**src/rtl/id_ex_ctrl_pipe.sv**
```systemverilog
// ID/EX stage: decodes an RV32I instruction into the control bundle and registers it
// behind a valid/ready handshake with load-use interlock, flush and perf counters.
module id_ex_ctrl_pipe #(
  parameter int unsigned XLEN      = 32,
  parameter int unsigned HAZARD_EN = 1,
  parameter int unsigned CNT_W     = 16
) (
  input  logic             clk,
  input  logic             rst,
  input  logic             in_valid,
  output logic             in_ready,
  input  logic [31:0]      instr,
  input  logic [XLEN-1:0]  pc,
  input  logic             flush,
  input  logic             ex_ready,
  output logic             out_valid,
  output logic [XLEN-1:0]  out_pc,
  output logic [31:0]      out_instr,
  output logic [4:0]       out_rd,
  output logic [4:0]       out_rs1,
  output logic [4:0]       out_rs2,
  output logic             reg_write,
  output logic             operand_a,
  output logic             operand_b,
  output logic             load,
  output logic             store,
  output logic             branch,
  output logic             mem_en,
  output logic             next_sel,
  output logic [2:0]       imm_sel,
  output logic [1:0]       mem_to_reg,
  output logic [3:0]       alu_control,
  output logic             illegal,
  output logic             hazard,
  output logic [CNT_W-1:0] stall_cnt,
  output logic [CNT_W-1:0] flush_cnt
);

  localparam logic [6:0] OpR      = 7'b0110011;
  localparam logic [6:0] OpI      = 7'b0010011;
  localparam logic [6:0] OpLoad   = 7'b0000011;
  localparam logic [6:0] OpStore  = 7'b0100011;
  localparam logic [6:0] OpBranch = 7'b1100011;
  localparam logic [6:0] OpJal    = 7'b1101111;
  localparam logic [6:0] OpJalr   = 7'b1100111;
  localparam logic [6:0] OpLui    = 7'b0110111;
  localparam logic [6:0] OpAuipc  = 7'b0010111;

  localparam logic [2:0] ImmI = 3'd0;
  localparam logic [2:0] ImmS = 3'd1;
  localparam logic [2:0] ImmB = 3'd2;
  localparam logic [2:0] ImmU = 3'd3;
  localparam logic [2:0] ImmJ = 3'd4;

  localparam logic [3:0] AluAdd  = 4'b0000;
  localparam logic [3:0] AluSub  = 4'b1000;
  localparam logic [3:0] AluPass = 4'b1111;

  logic [6:0] opcode;
  logic [2:0] funct3;
  logic [4:0] in_rs1;
  logic [4:0] in_rs2;

  assign opcode = instr[6:0];
  assign funct3 = instr[14:12];
  assign in_rs1 = instr[19:15];
  assign in_rs2 = instr[24:20];

  logic       d_reg_write, d_operand_a, d_operand_b, d_load, d_store, d_branch;
  logic       d_mem_en, d_next_sel, d_illegal, d_uses_rs1, d_uses_rs2;
  logic [2:0] d_imm_sel;
  logic [1:0] d_mem_to_reg;
  logic [3:0] d_alu_control;

  always_comb begin
    d_reg_write   = 1'b0;
    d_operand_a   = 1'b0;
    d_operand_b   = 1'b0;
    d_load        = 1'b0;
    d_store       = 1'b0;
    d_branch      = 1'b0;
    d_mem_en      = 1'b0;
    d_next_sel    = 1'b0;
    d_illegal     = 1'b0;
    d_uses_rs1    = 1'b0;
    d_uses_rs2    = 1'b0;
    d_imm_sel     = ImmI;
    d_mem_to_reg  = 2'd0;
    d_alu_control = AluAdd;
    unique case (opcode)
      OpR: begin
        d_reg_write   = 1'b1;
        d_uses_rs1    = 1'b1;
        d_uses_rs2    = 1'b1;
        d_alu_control = {instr[30], funct3};
      end
      OpI: begin
        d_reg_write   = 1'b1;
        d_operand_b   = 1'b1;
        d_uses_rs1    = 1'b1;
        // instr[30] only distinguishes srai from srli; for other ops it is immediate data
        d_alu_control = (funct3 == 3'b101) ? {instr[30], funct3} : {1'b0, funct3};
      end
      OpLoad: begin
        d_reg_write  = 1'b1;
        d_operand_b  = 1'b1;
        d_load       = 1'b1;
        d_mem_en     = 1'b1;
        d_uses_rs1   = 1'b1;
        d_mem_to_reg = 2'd1;
      end
      OpStore: begin
        d_operand_b = 1'b1;
        d_store     = 1'b1;
        d_mem_en    = 1'b1;
        d_uses_rs1  = 1'b1;
        d_uses_rs2  = 1'b1;
        d_imm_sel   = ImmS;
      end
      OpBranch: begin
        d_branch      = 1'b1;
        d_uses_rs1    = 1'b1;
        d_uses_rs2    = 1'b1;
        d_imm_sel     = ImmB;
        d_alu_control = AluSub;
      end
      OpJal: begin
        d_reg_write  = 1'b1;
        d_operand_a  = 1'b1;
        d_operand_b  = 1'b1;
        d_next_sel   = 1'b1;
        d_imm_sel    = ImmJ;
        d_mem_to_reg = 2'd2;
      end
      OpJalr: begin
        d_reg_write  = 1'b1;
        d_operand_b  = 1'b1;
        d_next_sel   = 1'b1;
        d_uses_rs1   = 1'b1;
        d_mem_to_reg = 2'd2;
      end
      OpLui: begin
        d_reg_write   = 1'b1;
        d_operand_b   = 1'b1;
        d_imm_sel     = ImmU;
        d_alu_control = AluPass;
      end
      OpAuipc: begin
        d_reg_write = 1'b1;
        d_operand_a = 1'b1;
        d_operand_b = 1'b1;
        d_imm_sel   = ImmU;
      end
      default: d_illegal = 1'b1;
    endcase
  end

  logic adv;
  logic raw_hazard;

  // The held bundle is a load whose destination the incoming instruction reads.
  assign raw_hazard = out_valid && load && (out_rd != 5'd0) && in_valid &&
                      (((out_rd == in_rs1) && d_uses_rs1) || ((out_rd == in_rs2) && d_uses_rs2));
  assign hazard     = (HAZARD_EN != 0) ? raw_hazard : 1'b0;
  assign adv        = !out_valid || ex_ready;
  assign in_ready   = adv && !hazard && !flush;

  always_ff @(posedge clk or posedge rst) begin
    if (rst) begin
      out_valid   <= 1'b0;
      out_pc      <= '0;
      out_instr   <= '0;
      out_rd      <= '0;
      out_rs1     <= '0;
      out_rs2     <= '0;
      reg_write   <= 1'b0;
      operand_a   <= 1'b0;
      operand_b   <= 1'b0;
      load        <= 1'b0;
      store       <= 1'b0;
      branch      <= 1'b0;
      mem_en      <= 1'b0;
      next_sel    <= 1'b0;
      imm_sel     <= '0;
      mem_to_reg  <= '0;
      alu_control <= '0;
      illegal     <= 1'b0;
    end else if (flush || (adv && !(in_valid && in_ready))) begin
      // Flush or bubble: the stage empties and every control reads 0.
      out_valid   <= 1'b0;
      out_pc      <= '0;
      out_instr   <= '0;
      out_rd      <= '0;
      out_rs1     <= '0;
      out_rs2     <= '0;
      reg_write   <= 1'b0;
      operand_a   <= 1'b0;
      operand_b   <= 1'b0;
      load        <= 1'b0;
      store       <= 1'b0;
      branch      <= 1'b0;
      mem_en      <= 1'b0;
      next_sel    <= 1'b0;
      imm_sel     <= '0;
      mem_to_reg  <= '0;
      alu_control <= '0;
      illegal     <= 1'b0;
    end else if (adv) begin
      out_valid   <= 1'b1;
      out_pc      <= pc;
      out_instr   <= instr;
      out_rd      <= instr[11:7];
      out_rs1     <= in_rs1;
      out_rs2     <= in_rs2;
      reg_write   <= d_reg_write;
      operand_a   <= d_operand_a;
      operand_b   <= d_operand_b;
      load        <= d_load;
      store       <= d_store;
      branch      <= d_branch;
      mem_en      <= d_mem_en;
      next_sel    <= d_next_sel;
      imm_sel     <= d_imm_sel;
      mem_to_reg  <= d_mem_to_reg;
      alu_control <= d_alu_control;
      illegal     <= d_illegal;
    end
  end

  always_ff @(posedge clk or posedge rst) begin
    if (rst) begin
      stall_cnt <= '0;
      flush_cnt <= '0;
    end else begin
      if (hazard && (stall_cnt != '1)) begin
        stall_cnt <= stall_cnt + CNT_W'(1);
      end
      if (flush && (out_valid || in_valid) && (flush_cnt != '1)) begin
        flush_cnt <= flush_cnt + CNT_W'(1);
      end
    end
  end

endmodule

```
**config.mk**
```make
export PLATFORM = sky130hd
export DESIGN_NAME = id_ex_ctrl_pipe
export DESIGN_NICKNAME = d
export VERILOG_FILES = /design/src/rtl/id_ex_ctrl_pipe.sv
export SDC_FILE = /design/constraint.sdc
export NUM_CORES = 1
export LEC_CHECK = 0
export CAP_MARGIN = 20
export CORE_MARGIN = 1.5
export CORE_UTILIZATION = 44
export CTS_CLUSTER_DIAMETER = 60
export DETAILED_ROUTE_END_ITERATION = 8
export GPL_ROUTABILITY_DRIVEN = 0
export GPL_TIMING_DRIVEN = 0
export PLACE_DENSITY = 0.81
export SLEW_MARGIN = 20
export SYNTH_ARGS = -nofsm -noshare
export SYNTH_HDL_FRONTEND = slang
export SYNTH_SLANG_ARGS = --single-unit
```
**constraint.sdc**
```tcl
create_clock -name clk -period 4.38 [get_ports clk]
set_input_delay 0.876 -clock clk [delete_from_list [all_inputs] [get_ports clk]]
set_output_delay 0.876 -clock clk [all_outputs]
set_load 0.03 [all_outputs]
```
==> results of run 1 <==
## where the power goes
group	total, mW	switching (mW)	internal, mW
Sequential	1.19	0.0727	1.12
Combinational	0.538	0.292	0.246
Clock	1.31	0.453	0.859
## cells by family (layout without fill, tap and decap cells)
| family | Yosys count | after routing | synth area share |
|---|---|---|---|
| compound gates | 104 | 104 | 0.168 |
| xor+xnor | 37 | 37 | 0.0644 |
| fa+ha+maj | 2 | 2 | 0.00497 |
| buf+inv | 47 | 276 | 0.0597 |
| flops | 114 | 114 | 0.567 |
| mux | 2 | 2 | 0.00448 |
| simple gates | 110 | 110 | 0.132 |
## cells in the mapped netlist, drive strengths merged
master	number
and4	2
nor4	6
or2	1
nand3	15
ha	2
a22o	66
o22ai	1
xor2	18
o211ai	1
mux2	2
o2111ai	1
xnor2	19
and3	4
a32oi	2
o21ai	15
a31oi	1
nor3	12
dfrtp	114
nand2b	3
and4bb	3
a21boi	2
or3	2
a41oi	2
nand4	8
a32o	5
a21oi	4
nor4b	2
nand4b	2
nor2	16
or4	2
clkbuf	13
o31a	1
inv	7
o21a	2
a211oi	1
nor2b	5
nand2	26
and2	1
buf	27
## layout make-up
cell class | count | area share
sequential | 114 | 0.367
timing repair buffer | 198 | 0.257
multi-input combinational | 255 | 0.243
clock buffer | 25 | 0.0612
buffer | 40 | 0.0353
tap | 140 | 0.0225
clock inverter | 6 | 0.0103
inverter | 7 | 0.00402
## timing repair
action,CTS,global route
setup buffers,0,0
gates resized for setup,4,0
setup endpoints to repair,2,0
## worst min path at each step
stage	startpoint	endpoint	slack [ps]	depth (start not counted)
after floorplan	stall_cnt[15]	stall_cnt[15]	660	1
after global placement	alu_control[2]	alu_control[2]	470	2
after detailed placement	alu_control[3]	alu_control[3]	480	2
after CTS	alu_control[3]	alu_control[3]	490	2
after global routing	out_pc[18]	out_pc[18]	510	1
final	alu_control[3]	alu_control[3]	490	2
## critical path, delay by kind of cell
kind / cells / cell delay [ps]
buffers and inverters: 3 / 1100
and+or+nand+nor: 6 / 1330
## through the flow
stage               cells  utilization  setup slack, ps  instance area [sq um]  hold slack, ps
global placement      753        0.654            -1010                   7180             474
detailed placement    754        0.657             -159                   7210             483
CTS                   785        0.708              223                   7770             494
global route          785        0.708             90.8                   7770             511
floorplan             416            -              488                   5030             658
finish                785        0.708              189                   7770             492
## layer usage
metal	routed length [microns]	part of all wire	track usage
met1	5910	0.40	0.304
met5	0	0	0
met3	1050	0.071	0.0670
met4	311	0.021	0.106
met2	7430	0.51	0.430
==> results.py, run 1 <==
metrics = {
    "clock_tree": {
        "cts.sinks": 114,
        "root_buffer": "clkbuf_16",
        "clk_pin_slew_ps": 50,
        "cts_buffers": 17,
        "cts_hold_buf": 0,
        "max-clock-path-buffers": 2,
        "htree_levels": 4,
        "clock_latency_ps": 410,
        "cts_tree": "yes",
    },
    "setup_path": {
        "crit_path_end": "in_ready",
        "slowest_stage": "clkdlybuf4s50_1",
        "r2r_slack_ps": 2100,
        "criticalPathCategory": "in2out",
        "critPathLaunch": "instr[2]",
        "crit_required_ps": 3500,
        "slowest_delay_ps": 550,
        "rr_startpoint": "out_instr[7]",
        "start_kind": "input pin",
        "r2r_cells": 6,
        "r2r_end": "stall_cnt[1]",
        "worstSetupEndpointType": "primary output",
        "cp.arrival_ps": 3320,
        "cp_cell_sequence": "clkdlybuf4s50_1, and4bb_4, nand3_4, nor4_4, nor3_4, buf_6, nor2_2, nor3_1, dlygate4sd2_1",
        "cp_max_fo": 10,
    },
    "final_layout": {
        "nets": 704,
        "n_antenna_cell": 0,
        "top_regs": "out_instr: 32 flops, out_pc: 32 flops",
        "layout_common_cells": "clkdlybuf4s50_1 (195), dfrtp_1 (114), a22o_1 (66)",
        "regArea_sq_um": 2850,
        "final_common_cell": "clkdlybuf4s50_1",
        "layout-drive-gt1-share": 0.119,
        "multi_input_area_sq_um": 1890,
        "nFillCells": 791,
        "syn_to_final_growth_pct": 54.5,
    },
    "route": {
        "vias_per_cell": 5.47,
        "wl_mm": 14.7,
        "vias": 4293,
        "routedWlPerCell_microns": 18.7,
        "drc": 0,
        "drt_iter0_markers": 311,
        "firstDrtPassIters": 5,
        "ant_nets": 0,
    },
    "die": {
        "core_area_sq_um": 11000,
        "num_rows": 38,
        "initial_utilization": 0.458,
        "die_h_microns": 110,
        "die_w_microns": 110,
        "io-pin-count": 201,
        "dieArea_sq_um": 12100,
    },
    "flow_run": {
        "maxCapViolCount": 0,
    },
    "logic_synthesis": {
        "syn-instance-count": 416,
        "ys_seq_area_frac": 0.567,
        "ys_seq_elements": 114,
        "yosys.area.top_type": "dfrtp_1",
        "ys_top_cells_by_area": "dfrtp_1 (57%), a22o_1 (11%), xnor2_1 (3.3%)",
        "synth_cell_types": 51,
        "syn_nets": 487,
        "synth_top_cell_area_share": 0.567,
        "yosysWarnings": 0,
        "netlist_area_sq_um": 5030,
        "synth_area_per_cell_sq_um": 12.1,
    },
    "sta": {
        "setup_violations": 0,
        "period_minus_slack_ps": 4190,
        "slew_headroom": 0.485,
        "fmax_mhz": 239,
        "tns_ps": 0,
        "worstMarginPinSlew_ps": 769,
        "slew_violations": 0,
        "hold_viol": 0,
        "rsz0062_at_grt": "no",
        "post-route-period-util": 0.957,
        "fin_skew_ps": 7.99,
    },
    "grt": {
        "antenna_found_initial": 0,
        "grt_usage": 0.253,
        "grt_pass1_wl_mm": 22.7,
        "grt_pass1_vias": 4334,
        "grt_overflow": 0,
        "grt_max_degree": 70,
    },
    "place": {
        "dp_hpwl_mm": 10.8,
        "io_buffers": 197,
    },
    "power_and_ir_drop": {
        "power.leakage_nw": 3.42,
        "ir_drop_mv": 0.364,
        "power.density_nw_per_um2": 391,
        "power_mw": 3.04,
    },
    "run_status": {
        "status": "finished clean",
    },
    "worst_hold_path": {
        "hold_class": "reg2reg",
    },
}
Note: power is estimated with default switching activity, not from simulation.
==> inputs of run 2 (changes only) <==
- RECOVER_POWER: unset -> 100
==> run 2 against run 1 <==
  * The flow now finishes with violations (max-capacitance violations, max-slew violations)
  * Maximum frequency down 0.20%
  * Cell area down 1.1%
  * Routed wire length up 0.21%
==> results.py, run 2 (synthesized netlist as in run 1, its figures left out) <==
metrics = {
    "run_status": {
        "status": "finished, violations left",
        "violations": "max-capacitance violations, max-slew violations",
    },
    "worst_hold_path": {
        "hold_class": "reg2reg",
        "whs_path_depth": 2,
    },
    "setup_path": {
        "cp_cell_sequence": "clkdlybuf4s50_1, and4bb_4, nand3_4, nor3_1, nor3_4, buf_6, nor2_2, nor3_1, dlygate4sd2_1",
        "cp_common_cell": "nor3_1",
        "cp.arrival_ps": 3320,
        "crit_required_ps": 3500,
        "criticalPathCategory": "in2out",
        "crit_buf_inv": 3,
        "crit_cells": 9,
        "r2r_cells": 7,
        "slowest_stage": "clkdlybuf4s50_1",
        "slowest_delay_ps": 540,
        "start_kind": "input pin",
        "critPathTopFamily": "simple AND/OR/NAND/NOR gates",
        "worstSetupEndpointType": "primary output",
        "cp_max_fo": 10,
    },
    "power_and_ir_drop": {
        "p_clk_frac": 0.436,
        "p_switching_mw": 0.813,
        "seqPwrFrac": 0.395,
        "ir_drop_mv": 0.361,
        "power.density_nw_per_um2": 391,
        "p_int_mw": 2.19,
        "swShare": 0.270,
        "power.leakage_nw": 3.76,
        "combPwrFrac": 0.169,
    },
    "grt": {
        "grt_usage": 0.253,
        "grt_overflow": 0,
        "grt_pass1_vias": 4334,
        "grt_pass1_wl_mm": 22.7,
        "grt_max_degree": 70,
        "antenna_found_initial": 0,
    },
    "clock_tree": {
        "htree_levels": 4,
        "clk_pin_slew_ps": 50,
        "root_buffer": "clkbuf_16",
        "cts_tree": "yes",
        "cts.sinks": 114,
        "cts_buffers": 17,
        "clock_latency_ps": 410,
        "post_cts_buffers": 0,
        "max-clock-path-buffers": 2,
    },
    "final_layout": {
        "layout-drive-gt1-share": 0.0961,
        "layout_common_cells": "dlygate4sd3_1 (132), dfrtp_1 (114), a22o_1 (66)",
        "instances_no_fill": 785,
        "nFillCells": 809,
        "syn_to_final_growth_pct": 52.8,
        "n_antenna_cell": 0,
        "nets": 704,
        "top_regs": "out_instr: 32 flops, out_pc: 32 flops",
        "final_common_cell": "dlygate4sd3_1",
    },
    "route": {
        "ant_nets": 0,
        "firstDrtPassIters": 5,
        "wl_mm": 14.7,
        "routedWlPerCell_microns": 18.8,
        "vias_per_cell": 5.44,
        "drt_iter0_markers": 284,
        "drc": 0,
        "vias": 4270,
    },
    "die": {
        "io-pin-count": 201,
        "die_w_microns": 110,
        "core_area_sq_um": 11000,
        "initial_utilization": 0.458,
        "dieArea_sq_um": 12100,
        "num_rows": 38,
        "die_h_microns": 110,
    },
    "place": {
        "placed_cells": 754,
        "io_buffers": 197,
        "place_ws_ps": -159,
        "dp_hpwl_mm": 10.8,
    },
    "sta": {
        "slew_headroom": -0.414,
        "setup_ws_ps": 181,
        "setup_violations": 0,
        "fin_skew_ps": 6.83,
        "period_minus_slack_ps": 4200,
        "post-route-period-util": 0.959,
        "hold_viol": 0,
        "fmax_mhz": 238,
        "rsz0062_at_grt": "no",
        "slew_violations": 46,
        "tns_ps": 0,
        "worstMarginPinSlew_ps": 2110,
    },
    "flow_run": {
        "maxCapViolCount": 1,
    },
}
run 2: cell type report:
| class | instances | area, sq um | area share |
|---|---|---|---|
| Sequential cell | 114 | 2850 | 0.371 |
| Timing Repair Buffer | 198 | 2000 | 0.260 |
| Multi-Input combinational cell | 255 | 1850 | 0.240 |
| Clock buffer | 25 | 475 | 0.0618 |
| Buffer | 40 | 233 | 0.0303 |
| Tap cell | 140 | 175 | 0.0228 |
| Clock inverter | 6 | 80.1 | 0.0104 |
| Inverter | 7 | 27.5 | 0.00358 |
run 2: power groups by stage:
stage	combinational [mW]	sequential, mW	clock, mW
after floorplan	0.167	1.32	0
after global placement	0.525	1.20	0
after detailed placement	0.538	1.21	0
after CTS	0.542	1.19	1.32
after global routing	0.542	1.20	1.38
final	0.507	1.19	1.31
run 2: layer usage:
metal	global-route usage	wire [microns]	up-vias
li1	-	-	1950
met1	0.304	5970	2126
met2	0.430	7430	166
met3	0.0670	1030	28
met4	0.106	308	0
met5	0	0	-
run 2: tightest hold or removal path, cell delays in order, from the launching register on:
cell	delay [ps]
dfrtp_1	330
nand2_1	50
o21ai_0	70
run 2: what timing repair did:
action / 4_1_cts / 5_1_grt
gates resized for setup: 4 / 0
endpoints found under the setup margin: 2 / 0
hold buffers: 0 / 0
run 2: worst paths after layout:
kind	slack, ps	to	from
min in group asynchronous	1510	out_instr[7]	rst
max in group asynchronous	1840	stall_cnt[1]	rst
worst min-delay path	490	branch	branch
worst max-delay path	180	in_ready	instr[2]
worst min register to register	490	branch	branch
worst max register to register	1460	out_pc[5]	out_instr[8]
run 2: metrics by stage:
step           total power [mW]  cell area [sq um]  hold WS (ps)   util
6_report                   3.01               7690           487  0.700
5_1_grt                    3.12               7690           506  0.700
4_1_cts                    3.06               7770           494  0.708
3_5_place_dp               1.74               7210           483  0.657
3_3_place_gp               1.73               7180           474  0.654
2_1_floorplan              1.48               5030           658      -
